[config.mk]
export PLATFORM = sky130hd
export DESIGN_NAME = period_meter
export DESIGN_NICKNAME = d
export VERILOG_FILES = /design/src/rtl/period_meter.sv
export SDC_FILE = /design/constraint.sdc
export NUM_CORES = 1
export LEC_CHECK = 0
export BUFFER_PORTS_ARGS = -buffer_cell sky130_fd_sc_hd__clkbuf_2
export CAP_MARGIN = 20
export CORE_ASPECT_RATIO = 0.9
export CORE_MARGIN = 4
export CORE_UTILIZATION = 43
export CTS_CLUSTER_DIAMETER = 30
export DETAILED_ROUTE_END_ITERATION = 10
export PLACE_DENSITY = 0.63
export SYNTH_ARGS = -nofsm -noshare
export SYNTH_HDL_FRONTEND = slang
export SYNTH_SLANG_ARGS = --single-unit
[constraint.sdc]
create_clock -name clk -period 2.5 [get_ports clk]
set_clock_uncertainty 0.2 [all_clocks]
set_input_delay 0.375 -clock clk [delete_from_list [all_inputs] [get_ports clk]]
set_output_delay 0.375 -clock clk [all_outputs]
set_load 0.02 [all_outputs]
[src/rtl/period_meter.sv]
// period_meter: measures the number of clk cycles between a start event and a
// stop event, and hands the result downstream over a valid/ready handshake.
// The count saturates at 2^WIDTH-1, and m_overflow flags a saturated result.
// Optional build macro PERIOD_METER_INPUT_SYNC_EN treats start/stop as
// asynchronous levels. Each level passes through a 2-flop synchronizer and a
// rising-edge detector. This adds the same 3-cycle latency to both events.
module period_meter #(
    parameter int WIDTH = 5
) (
    input  logic             clk,
    input  logic             rst_n,
    input  logic             clear,
    input  logic             start,
    input  logic             stop,
    output logic             busy,
    output logic             m_valid,
    input  logic             m_ready,
    output logic [WIDTH-1:0] m_data,
    output logic             m_overflow
);

    localparam logic [WIDTH-1:0] CNT_MAX = '1;

    typedef enum logic [1:0] {
        IDLE  = 2'd0,
        COUNT = 2'd1,
        HOLD  = 2'd2
    } state_t;

    state_t           state, state_next;
    logic [WIDTH-1:0] count, count_next;
    logic             flag, flag_next;
    logic [WIDTH-1:0] data_next;
    logic             ovf_next;
    logic             start_evt;
    logic             stop_evt;

`ifdef PERIOD_METER_INPUT_SYNC_EN
    logic [1:0] start_sync, stop_sync;
    logic       start_last, stop_last;
    logic [1:0] warm;
    logic       start_pulse, stop_pulse;

    // Synchronize the async levels and turn their rising edges into registered pulses.
    // The warm-up counter masks edges until the edge flop holds a real sample,
    // so a level that is already high at reset release produces no event.
    always_ff @(posedge clk or negedge rst_n) begin
        if (!rst_n) begin
            start_sync  <= '0;
            stop_sync   <= '0;
            start_last  <= 1'b0;
            stop_last   <= 1'b0;
            warm        <= '0;
            start_pulse <= 1'b0;
            stop_pulse  <= 1'b0;
        end else begin
            start_sync  <= {start_sync[0], start};
            stop_sync   <= {stop_sync[0], stop};
            start_last  <= start_sync[1];
            stop_last   <= stop_sync[1];
            if (warm != 2'd3) warm <= warm + 2'd1;
            start_pulse <= (warm == 2'd3) && start_sync[1] && !start_last;
            stop_pulse  <= (warm == 2'd3) && stop_sync[1] && !stop_last;
        end
    end

    assign start_evt = start_pulse;
    assign stop_evt  = stop_pulse;
`else
    assign start_evt = start;
    assign stop_evt  = stop;
`endif

    // Outputs are decoded directly from the state register.
    assign busy    = (state == COUNT);
    assign m_valid = (state == HOLD);

    // Next-state and datapath decisions; clear overrides every other input.
    always_comb begin
        // NOTE: every signal gets a default first so no path leaves it unassigned (no latch).
        state_next = state;
        count_next = count;
        flag_next  = flag;
        data_next  = m_data;
        ovf_next   = m_overflow;
        if (clear) begin
            state_next = IDLE;
            count_next = '0;
            flag_next  = 1'b0;
            data_next  = '0;
            ovf_next   = 1'b0;
        end else begin
            case (state)
                IDLE: begin
                    if (start_evt) begin
                        count_next = {{(WIDTH-1){1'b0}}, 1'b1};
                        flag_next  = 1'b0;
                        state_next = COUNT;
                    end
                end
                COUNT: begin
                    if (stop_evt) begin
                        data_next  = count;
                        ovf_next   = flag;
                        state_next = HOLD;
                    end else if (start_evt) begin
                        count_next = {{(WIDTH-1){1'b0}}, 1'b1};
                        flag_next  = 1'b0;
                    end else if (count == CNT_MAX) begin
                        flag_next  = 1'b1;
                    end else begin
                        count_next = count + 1'b1;
                    end
                end
                HOLD: begin
                    if (m_ready) state_next = IDLE;
                end
                default: state_next = IDLE;
            endcase
        end
    end

    // State register.
    always_ff @(posedge clk or negedge rst_n) begin
        // NOTE: sequential state uses non-blocking assignments so all flops update together.
        if (!rst_n) state <= IDLE;
        else        state <= state_next;
    end

    // Count, overflow flag and result registers.
    always_ff @(posedge clk or negedge rst_n) begin
        if (!rst_n) begin
            count      <= '0;
            flag       <= 1'b0;
            m_data     <= '0;
            m_overflow <= 1'b0;
        end else begin
            count      <= count_next;
            flag       <= flag_next;
            m_data     <= data_next;
            m_overflow <= ovf_next;
        end
    end

endmodule

==> results of run 1 <==
==> tightest hold or removal path: stages <==
cell and delay (ns):
sky130_fd_sc_hd__clkbuf_2 0.07, sky130_fd_sc_hd__or3_1 0.09, sky130_fd_sc_hd__a21oi_1 0.06
==> power groups by stage <==
stage                     logic [W]  clock network [W]  registers (W)
after floorplan           0.0000341                  0       0.000242
after global placement    0.0000507                  0       0.000243
after detailed placement  0.0000514                  0       0.000242
after CTS                 0.0000529           0.000167       0.000238
after global routing      0.0000576           0.000180       0.000239
final                     0.0000521           0.000161       0.000238
==> layout by cell type, fill, tap and decap left out <==
master                           n
sky130_fd_sc_hd__a211oi_1        1
sky130_fd_sc_hd__nor3_2          1
sky130_fd_sc_hd__a221o_1         1
sky130_fd_sc_hd__nor3_1          1
sky130_fd_sc_hd__dlygate4sd3_1   1
sky130_fd_sc_hd__mux2i_1         3
sky130_fd_sc_hd__or2_2           1
sky130_fd_sc_hd__nand2_1         6
sky130_fd_sc_hd__nand3_1         4
sky130_fd_sc_hd__inv_1           2
sky130_fd_sc_hd__ha_1            2
sky130_fd_sc_hd__o2bb2ai_1       1
sky130_fd_sc_hd__or3b_1          1
sky130_fd_sc_hd__and3_1          1
sky130_fd_sc_hd__and2_1          1
sky130_fd_sc_hd__a22o_1          2
sky130_fd_sc_hd__nand2b_1        1
sky130_fd_sc_hd__nor2_1          6
sky130_fd_sc_hd__or4b_4          1
sky130_fd_sc_hd__a31o_2          1
sky130_fd_sc_hd__a221oi_1        1
sky130_fd_sc_hd__clkbuf_2       13
sky130_fd_sc_hd__nor2b_1         1
sky130_fd_sc_hd__a21oi_1         7
sky130_fd_sc_hd__o22ai_1         1
sky130_fd_sc_hd__clkbuf_8        1
sky130_fd_sc_hd__mux2_2          1
sky130_fd_sc_hd__nor4_1          1
sky130_fd_sc_hd__clkbuf_4        3
sky130_fd_sc_hd__nor3b_1         1
sky130_fd_sc_hd__or3_1           1
sky130_fd_sc_hd__dfrtp_1        14
==> final timing paths <==
path	from	to	slack, ns	depth (start not counted)
max	count[0]$_DFFE_PN0P_	count[3]$_DFFE_PN0P_	0.1	7
min	m_ready	state[1]$_DFFE_PN0P_	0.16	3
max reg2reg	count[0]$_DFFE_PN0P_	count[3]$_DFFE_PN0P_	0.1	7
min reg2reg	m_overflow$_DFFE_PN0P_	m_overflow$_DFFE_PN0P_	0.32	2
max in group asynchronous	rst_n	count[1]$_DFFE_PN0P_	1.50	2
min in group asynchronous	rst_n	m_overflow$_DFFE_PN0P_	0.33	2
==> sequential cells by signal, summed over array words and instances, names as in the netlist <==
| register | flops |
|---|---|
| flag | 1 |
| count | 5 |
| m_data | 5 |
| state | 2 |
| m_overflow | 1 |
==> per-layer routing <==
metal	wire (µm)	vias to the layer above
met5	0	-
li1	-	280
met1	670	256
met4	12	0
met3	80	2
met2	645	12
==> metrics by stage <==
| stage | instances | worst slack, ns | hold slack, ns | power [W] | cell area (µm²) |
|---|---|---|---|---|---|
| final | 105 | 0.0998 | 0.157 | 0.000451 | 820 |
| after global routing | 105 | 0.0438 | 0.141 | 0.000477 | 820 |
| after CTS | 105 | 0.0925 | 0.141 | 0.000458 | 820 |
| after detailed placement | 100 | 0.108 | 0.103 | 0.000294 | 773 |
| after global placement | 100 | 0.182 | 0.102 | 0.000294 | 773 |
| after floorplan | 68 | 0.273 | -0.121 | 0.000276 | 692 |
==> cell families (layout without fill, tap and decap cells) <==
kind of cell | count (synthesis) | in the layout | synth area share [%]
buf+inv | 5 | 20 | 2.71
mux | 4 | 4 | 5.97
compound gates | 15 | 15 | 14.8
fa+ha+maj | 2 | 2 | 3.62
flops | 14 | 14 | 50.6
simple gates | 28 | 28 | 22.2
==> layout make-up <==
cell class	count	share of cell area, %
clock buffers	4	4.43
repair buffers	14	9.16
inverters	2	0.916
well taps	22	3.36
flip-flops and latches	14	42.7
multi-input cells	49	39.4
==> what timing repair did <==
action	in CTS	in global routing
hold buffers	1	0
endpoints found under the setup margin	0	0
endpoints found under the hold margin	14	0
==> parameters.txt, run 1 <==
Parameter                              Value

CTS
  Clock Pin Slew Worst Setup and Hold Paths    0.09 ns
  Buffers from clock root to sink, at most    2
  Clock tree from TritonCTS    yes
  CTS Buf Count    3
  H-tree levels    1
  Clock latency at the later pin of the worst-skew pair    about 0.28 ns
  Setup repair bufs after CTS    0
  Root buffer cell    sky130_fd_sc_hd__clkbuf_4
  Clock tree sinks    14
  Quantity of gates resized following cts    0

Routing
  Per-cell via count in the routed design    5.24
  Via count of the routed design    550
  Initial detailed-routing violation count    6
  Drc violations    0
  Post-detailed-route wirelength per cell    between 10 and 15 µm
  Wirelength, routed    roughly 1.4 mm
  Final antenna-violating net count    0
  Total iterations of the first detailed-routing run    4

Critical path
  Worst path max stage delay    roughly 0.43 ns
  Bufs and invs on worst path    0
  Top cell family by delay on the critical path    compound AO/OA/AOI/OAI gates
  Element type at the critical path end    flip-flop
  List of cells traversed by the critical path    ha_1 > and3_1 > ha_1 > nand2b_1 > a221oi_1 > nor2_1 > a221o_1
  Kind of critical path    flip-flop to flip-flop
  Nature of the critical path startpoint    flip-flop
  CP dominant cell by count    sky130_fd_sc_hd__ha_1
  Required time of the critical path    2.47 ns
  Critical Path Slowest Stage Cell    sky130_fd_sc_hd__dfrtp_1
  Critical Path Fanout Max    5
  Crit path arrival time    2.37 ns

Flow run
  Number of max-cap violations    0

Power
  Internal portion of total power    0.000340 W
  Net switching power    0.000111 W
  Maximum VDD drop    0.381 mV
  Reg power frac    52.8%
  LEAKAGE    0.410 nW
  Proportion of power drawn by the clock network    approximately 36%
  Combinational fraction of design power    between 10% and 20%
  Total power divided by cell area    550 nW/µm²
  Share of total power consumed by net switching    between 20% and 30%

Global route
  All-Layer GR Usage    14.3%
  Antenna violations before repair    0
  First-pass GRT wire length    2.37 mm
  M1 GR Usage    between 15 and 20%
  Fraction of met3 tracks used by global routing    6.47%
  Via count of the first global-routing pass    544
  Met2 track utilization from global routing    between 20% and 30%
  Maximum number of pins on one net before global-route repair    15
  Layer carrying the most global-route usage    met2
  Remaining global-route overflow    0

Logic synthesis
  Number of instances in the synthesized netlist    68
  Avg Cell Area, Syn    10.2 µm²
  Area share of the largest cell type after synthesis    between 50% and 60%
  Number of different library cells in the post-synthesis netlist    29
  Fraction of registers with async set/reset    100%
  Cell with the most instances after synthesis    sky130_fd_sc_hd__dfrtp_1
  Synthesis-stage register bit count    14
  Synth cell count leaders    sky130_fd_sc_hd__dfrtp_1 (14), sky130_fd_sc_hd__a21oi_1 (7), sky130_fd_sc_hd__nand2_1 (6), sky130_fd_sc_hd__nor2_1 (6), sky130_fd_sc_hd__nand3_1 (4)
  Most frequently used flop master after synthesis    sky130_fd_sc_hd__dfrtp_1
  Net count after synthesis    76
  Mapped cell area    692 µm²
  Number of flops mapped to enable cells by yosys    0
  Portion of the post-synthesis area used by sequential elements    roughly half
  Leading post-synthesis cells by cell area    sky130_fd_sc_hd__dfrtp_1 (51%), sky130_fd_sc_hd__a21oi_1 (5.1%), sky130_fd_sc_hd__mux2i_1 (4.3%), sky130_fd_sc_hd__ha_1 (3.6%), sky130_fd_sc_hd__nand2_1 (3.3%)
  Largest area contributor in the synthesized netlist    sky130_fd_sc_hd__dfrtp_1
  Yosys warning total    0

Timing
  Final total negative setup slack    0 ns
  Max-slew violation count    0
  Pin slew with the least headroom to its limit    0.365 ns
  Final period utilization    just under 100%
  Unrepaired setup endpoints after global routing    false
  Final setup violation count    0
  Crit path time final    between 2 and 2.5 ns
  Max-Slew Margin vs Limit    75.7%
  Achievable Freq    417 MHz
  Count of final hold-check violations    0

Placement
  Last weighted congestion value of the routability-driven placer    0.801
  Port Buf Inserts    13
  Final HPWL DP    between 1 and 1.5 mm

Layout
  Core utilization of the finished layout    55.4%
  Area occupied by multi-input gates    323 µm²
  Fin nets    92
  Area growth, synth to finish    18.4%
  Fill cell count    139
  Antenna Cells    0
  Footprint of the flip-flops and latches    350 µm²
  Share of cells above drive strength 1    26.5%

Floorplan
  Io pins    14
  Vertical die dimension    46.1 µm
  Initial standard-cell utilization of the core    46.7%
  Area inside the core boundary    around 1500 µm²
  Die extent in x    approximately 50 µm
  Full die area    around 2300 µm²
  Cell row count    13

Run status
  Status    finished, final reports clean

Min path
  Hold Path Class    primary input to flip-flop
(Power assumes the default switching activity.)
==> run 2, diff against run 1 <==
clock period = 2.6 ns   (was 2.5 ns; I/O delays follow)
==> run 2 against run 1 <==
Clock power fell by 4%. Critical path type unchanged. Total power fell by 3.5%. First-iteration DRC count rose by 67%. Die area did not move. Fmax fell by 1.4%. Sequential cell count did not move. Register-to-register slack improved by 0.07 ns. Setup slack improved by 0.067 ns. Highest routed layer unchanged. Cell count did not move. Sequential share of layout area did not move. Critical endpoint unchanged.
==> parameters.txt, run 2 (same netlist as run 1, synthesis figures left out) <==
Parameter                              Value

Layout
  Fin nets    92 (unchanged)
  Share of cells above drive strength 1    26.5% (unchanged)
  Most frequent cells in the layout    sky130_fd_sc_hd__dfrtp_1 (14), sky130_fd_sc_hd__clkbuf_2 (13), sky130_fd_sc_hd__a21oi_1 (7)
  Antenna Cells    0 (unchanged)
  Core utilization of the finished layout    55.4% (unchanged)
  Leading registers by flop count    count: 5 flops, m_data: 5 flops, state: 2 flops
  Area growth, synth to finish    18.4% (unchanged)
  Commonest non-fill, non-tap cell in the layout    sky130_fd_sc_hd__dfrtp_1

Timing
  Unrepaired setup endpoints after global routing    false
  Final total negative setup slack    0 ns (unchanged)
  Final setup violation count    0 (unchanged)
  Max-Slew Margin vs Limit    75.7% (about the same)
  Achievable Freq    411 MHz (-1.4%)
  Max-slew violation count    0 (unchanged)
  Count of final hold-check violations    0 (unchanged)
  Crit path time final    2.43 ns (+0.0330 ns)
  Worst hold slack after final layout    0.163 ns (+0.00571 ns)
  Pin slew with the least headroom to its limit    0.364 ns (-0.000850 ns)
  Final period utilization    93.6% (-2.4 points)

Critical path
  Top cell family by delay on the critical path    compound AO/OA/AOI/OAI gates
  Kind of critical path    flip-flop to flip-flop
  List of cells traversed by the critical path    ha_1 > and3_1 > ha_1 > nand2b_1 > a221oi_1 > nor2_1 > a221o_1
  Crit path arrival time    2.40 ns (+0.03 ns)
  Nature of the critical path startpoint    flip-flop
  Bufs and invs on worst path    0 (unchanged)
  Critical Path Slowest Stage Cell    sky130_fd_sc_hd__dfrtp_1
  Required time of the critical path    2.56 ns (+0.09 ns)
  Worst path max stage delay    0.43 ns (about the same)
  CP dominant cell by count    sky130_fd_sc_hd__ha_1
  Element type at the critical path end    flip-flop
  Critical Path Fanout Max    5 (unchanged)

CTS
  CTS hold repair buffers    1 (unchanged)
  Clock latency at the later pin of the worst-skew pair    0.27 ns (about the same)
  H-tree levels    1 (unchanged)
  Clock tree sinks    14 (unchanged)
  Buffers from clock root to sink, at most    2 (unchanged)
  Clock Pin Slew Worst Setup and Hold Paths    0.09 ns (about the same)
  CTS Buf Count    3 (unchanged)
  Setup repair bufs after CTS    0 (unchanged)
  Quantity of gates resized following cts    0 (unchanged)
  Clock tree from TritonCTS    yes
  Root buffer cell    sky130_fd_sc_hd__clkbuf_4

Placement
  Last weighted congestion value of the routability-driven placer    0.800 (about the same)
  Port Buf Inserts    13 (unchanged)
  Final HPWL DP    1.04 mm (+1.5%)

Power
  Maximum VDD drop    0.483 mV (+27%)
  Total Power    0.000435 W (-3.5%)
  LEAKAGE    0.410 nW (unchanged)
  Total power divided by cell area    530 nW/µm² (-3.5%)

Routing
  Initial detailed-routing violation count    10 (+4)
  Wirelength, routed    1.43 mm (+1.8%)
  Per-cell via count in the routed design    5.30 (+1.1%)
  Drc violations    0 (unchanged)
  Total iterations of the first detailed-routing run    4 (unchanged)
  Via count of the routed design    556 (+1.1%)
  Final antenna-violating net count    0 (unchanged)
  Post-detailed-route wirelength per cell    13.7 µm (+1.8%)

Global route
  Layer carrying the most global-route usage    met2
  All-Layer GR Usage    14.3% (unchanged)
  Met2 track utilization from global routing    22.1% (-2.3 points)
  Fraction of met3 tracks used by global routing    6.15% (-0.32 points)
  Remaining global-route overflow    0 (unchanged)
  Antenna violations before repair    0 (unchanged)
  First-pass GRT wire length    2.40 mm (+1.5%)
  Via count of the first global-routing pass    529 (-2.8%)
  Maximum number of pins on one net before global-route repair    15 (unchanged)
  M1 GR Usage    18.5% (+2.6 points)

Floorplan
  Die extent in x    50.3 µm (unchanged)
  Cell row count    13 (unchanged)
  Area inside the core boundary    1480 µm² (unchanged)
  Vertical die dimension    46.1 µm (unchanged)
  Full die area    2320 µm² (unchanged)
  Io pins    14 (unchanged)
  Initial standard-cell utilization of the core    46.7% (unchanged)

Run status
  Status    finished, final reports clean

Flow run
  Number of max-cap violations    0 (unchanged)

Min path
  Hold Path Class    primary input to flip-flop
==> run 2: cell counts in the layout (fill, tap and decap cells not counted) <==
Identical to the previous run, type by type.
==> run 2: cell type report <==
cell class / instances / area [µm²]
multi-input combinational: 49 / 323
inverter: 2 / 7.51
sequential: 14 / 350
clock buffer: 4 / 36.3
timing repair buffer: 14 / 75.1
fill: 129 / 661
tap: 22 / 27.5
==> run 2: report_power, final <==
group          switching (W)  internal (W)
sequential        0.00000721      0.000222
combinational      0.0000309     0.0000195
clock              0.0000699     0.0000851
total               0.000108      0.000327
==> run 2: path summary, 6_finish.rpt <==
kind                       slack [ns]                      to              startpoint  depth (start not counted)
min reg2reg                      0.32  m_overflow$_DFFE_PN0P_  m_overflow$_DFFE_PN0P_                          2
max                              0.17    count[3]$_DFFE_PN0P_    count[0]$_DFFE_PN0P_                          7
max in group asynchronous        1.59    count[1]$_DFFE_PN0P_                   rst_n                          2
min                              0.16    state[1]$_DFFE_PN0P_                 m_ready                          3
min in group asynchronous        0.35  m_overflow$_DFFE_PN0P_                   rst_n                          2
max reg2reg                      0.17    count[3]$_DFFE_PN0P_    count[0]$_DFFE_PN0P_                          7
==> run 2: layer usage <==
layer	up-vias	wire length, µm
li1	277	-
met1	261	679
met2	16	640
met3	2	101
met4	0	12
met5	-	0
==> run 2: through the flow <==
stage / worst slack (ns) / cells / instance area [µm²]
2_1_floorplan: 0.373 / 68 / 692
3_3_place_gp: 0.281 / 100 / 773
3_5_place_dp: 0.219 / 100 / 773
4_1_cts: 0.179 / 105 / 820
5_1_grt: 0.0873 / 105 / 820
6_report: 0.167 / 105 / 820
==> run 2: worst register-to-register path, cell delays in order (launching register included) <==
cell and delay [ns]:
sky130_fd_sc_hd__dfrtp_1 0.43, sky130_fd_sc_hd__ha_1 0.25, sky130_fd_sc_hd__and3_1 0.19, sky130_fd_sc_hd__ha_1 0.22, sky130_fd_sc_hd__nand2b_1 0.17, sky130_fd_sc_hd__a221oi_1 0.34, sky130_fd_sc_hd__nor2_1 0.15, sky130_fd_sc_hd__a221o_1 0.37
==> run 3, diff against run 2 <==
GPL_ROUTABILITY_DRIVEN = 1   (was not set)
PLACE_DENSITY = not set   (was 0.63)
==> run 3 against run 2 <==
Critical path depth did not move. Clock power barely moved. Cell count did not move. Sequential power barely moved. Critical path type unchanged. Highest routed layer unchanged.
==> parameters.txt, run 3 (same netlist as run 1, synthesis figures left out) <==
Parameter                              Value

Run status
  Status    finished, final reports clean

Layout
  Antenna Cells    0 (unchanged)
  Fill cell count    135 (+4.7%)
  Most frequent cells in the layout    sky130_fd_sc_hd__dfrtp_1 (14), sky130_fd_sc_hd__clkbuf_2 (13), sky130_fd_sc_hd__a21oi_1 (7)
  Leading registers by flop count    count: 5 flops, m_data: 5 flops, state: 2 flops
  Final Cell Area    820 µm² (unchanged)
  Fin nets    92 (unchanged)
  Commonest non-fill, non-tap cell in the layout    sky130_fd_sc_hd__dfrtp_1
  Area growth, synth to finish    18.4% (unchanged)
  Share of cells above drive strength 1    26.5% (unchanged)
  Post-route insts no fill    105 (unchanged)

Critical path
  Worst setup path end    count[3]$_DFFE_PN0P_
  Crit path arrival time    2.37 ns (-0.03 ns)
  R2R cell count    7 (unchanged)
  Worst Setup SP    count[0]$_DFFE_PN0P_
  Required time of the critical path    2.57 ns (about the same)
  R2r startpoint    count[0]$_DFFE_PN0P_
  Element type at the critical path end    flip-flop
  Capturing point of the worst reg2reg path    count[3]$_DFFE_PN0P_
  Critical Path Fanout Max    5 (unchanged)
  Kind of critical path    flip-flop to flip-flop
  Nature of the critical path startpoint    flip-flop
  Reg2Reg Setup Slack    0.20 ns (+0.03 ns)

CTS
  Quantity of gates resized following cts    0 (unchanged)
  Setup repair bufs after CTS    0 (unchanged)
  Clock tree from TritonCTS    yes
  Buffers from clock root to sink, at most    2 (unchanged)
  Clock latency at the later pin of the worst-skew pair    0.28 ns (about the same)
  Clock Pin Slew Worst Setup and Hold Paths    0.09 ns (about the same)
  Root buffer cell    sky130_fd_sc_hd__clkbuf_4
  H-tree levels    1 (unchanged)
  Clock tree sinks    14 (unchanged)
  CTS Buf Count    3 (unchanged)

Placement
  Placed insts    100 (unchanged)
  Final HPWL DP    1.02 mm (-2.0%)
  Port Buf Inserts    13 (unchanged)
  Post-Place Worst Slack    0.209 ns (-0.0103 ns)
  Area post-placement    773 µm² (unchanged)
  Last weighted congestion value of the routability-driven placer    0.827 (+3.4%)

Power
  Share of total power consumed by net switching    25.2% (+0.35 points)
  Internal portion of total power    0.000327 W (about the same)
  LEAKAGE    0.410 nW (unchanged)
  Combinational fraction of design power    11.4% (-0.2 points)
  Total power divided by cell area    533 nW/µm² (+0.46%)
  Reg power frac    52.5% (-0.2 points)
  Net switching power    0.000110 W (+1.9%)
  Maximum VDD drop    0.374 mV (-23%)
  Proportion of power drawn by the clock network    36.1% (+0.4 points)

Routing
  Wirelength, routed    1.39 mm (-2.9%)
  Post-detailed-route wirelength per cell    13.3 µm (-2.9%)
  Via count of the routed design    560 (+0.72%)
  Drc violations    0 (unchanged)
  Total iterations of the first detailed-routing run    4 (unchanged)
  Initial detailed-routing violation count    17 (+7)
  Final antenna-violating net count    0 (unchanged)
  Per-cell via count in the routed design    5.33 (+0.72%)

Timing
  Count of final hold-check violations    0 (unchanged)
  Final setup violation count    0 (unchanged)
  Achievable Freq    416 MHz (+1.2%)
  Max-slew violation count    0 (unchanged)
  Crit path time final    2.40 ns (-0.0293 ns)
  Worst hold slack after final layout    0.164 ns (+0.000348 ns)
  Pin slew with the least headroom to its limit    0.356 ns (-0.00793 ns)
  Max-Slew Margin vs Limit    76.3% (+0.53 points)
  Final total negative setup slack    0 ns (unchanged)
  Final period utilization    92.5% (-1.1 points)
  Unrepaired setup endpoints after global routing    false
  Crit path setup slack, layout    0.196 ns (+0.0293 ns)

Global route
  Maximum number of pins on one net before global-route repair    15 (unchanged)
  Antenna violations before repair    0 (unchanged)
  All-Layer GR Usage    14.7% (+0.42 points)
  Via count of the first global-routing pass    527 (-0.38%)
  Remaining global-route overflow    0 (unchanged)
  First-pass GRT wire length    2.47 mm (+2.9%)

Floorplan
  Initial standard-cell utilization of the core    46.7% (unchanged)
  Full die area    2320 µm² (unchanged)
  Vertical die dimension    46.1 µm (unchanged)
  Die extent in x    50.3 µm (unchanged)
  Cell row count    13 (unchanged)
  Area inside the core boundary    1480 µm² (unchanged)
  Io pins    14 (unchanged)

Min path
  Hold Path Class    primary input to flip-flop

Flow run
  Number of max-cap violations    0 (unchanged)
==> run 3: cell counts in the layout (fill, tap and decap cells not counted) <==
Identical to the previous run, type by type.
==> run 3: per-stage QoR <==
stage	utilization (%)	power, W
after CTS	55.4	0.000443
after detailed placement	52.2	0.000283
after global routing	55.4	0.000464
after floorplan	-	0.000265
final	55.4	0.000437
after global placement	52.2	0.000283
==> run 3: worst max-delay path, cell delays in order, from the launching register on <==
cell	delay, ns
sky130_fd_sc_hd__dfrtp_1	0.44
sky130_fd_sc_hd__ha_1	0.24
sky130_fd_sc_hd__and3_1	0.19
sky130_fd_sc_hd__ha_1	0.23
sky130_fd_sc_hd__nand2b_1	0.17
sky130_fd_sc_hd__a221oi_1	0.33
sky130_fd_sc_hd__nor2_1	0.15
sky130_fd_sc_hd__a221o_1	0.36
==> run 3: layer usage <==
layer  global-route usage, %  share of wire (%)  up-vias
met2                    21.4                 44       20
met5                       0                  0        -
met4                    3.31               0.86        0
met1                    19.5                 46      262
li1                        -                  -      276
met3                    7.44                9.0        2
==> run 3: worst min path at each step <==
stage	from	to	slack (ns)	cells after the start
global route	m_ready	state[1]$_DFFE_PN0P_	0.17	3
global placement	rst_n	m_overflow$_DFFE_PN0P_	0.12	1
CTS	m_ready	state[1]$_DFFE_PN0P_	0.16	3
detailed placement	rst_n	m_data[4]$_DFFE_PN0P_	0.12	1
finish	m_ready	state[1]$_DFFE_PN0P_	0.16	3
floorplan	rst_n	count[0]$_DFFE_PN0P_	-0.11	0
==> run 3: power groups by stage <==
stage                      logic, W  clock network [W]  registers, W
after global routing      0.0000561           0.000178      0.000231
after global placement    0.0000494                  0      0.000233
after detailed placement  0.0000491                  0      0.000233
final                     0.0000499           0.000158      0.000229
after floorplan           0.0000328                  0      0.000232
after CTS                 0.0000502           0.000164      0.000229
==> run 3: what timing repair did <==
item,CTS,global route
endpoints found under the setup margin,0,0
hold buffers,1,0
endpoints found under the hold margin,14,0
==> run 3: cell type report <==
class / count / area, µm² / area share (%)
flip-flops and latches: 14 / 350 / 42.7
multi-input cells: 49 / 323 / 39.4
repair buffers: 14 / 75.1 / 9.16
clock buffers: 4 / 36.3 / 4.43
well taps: 22 / 27.5 / 3.36
inverters: 2 / 7.51 / 0.916
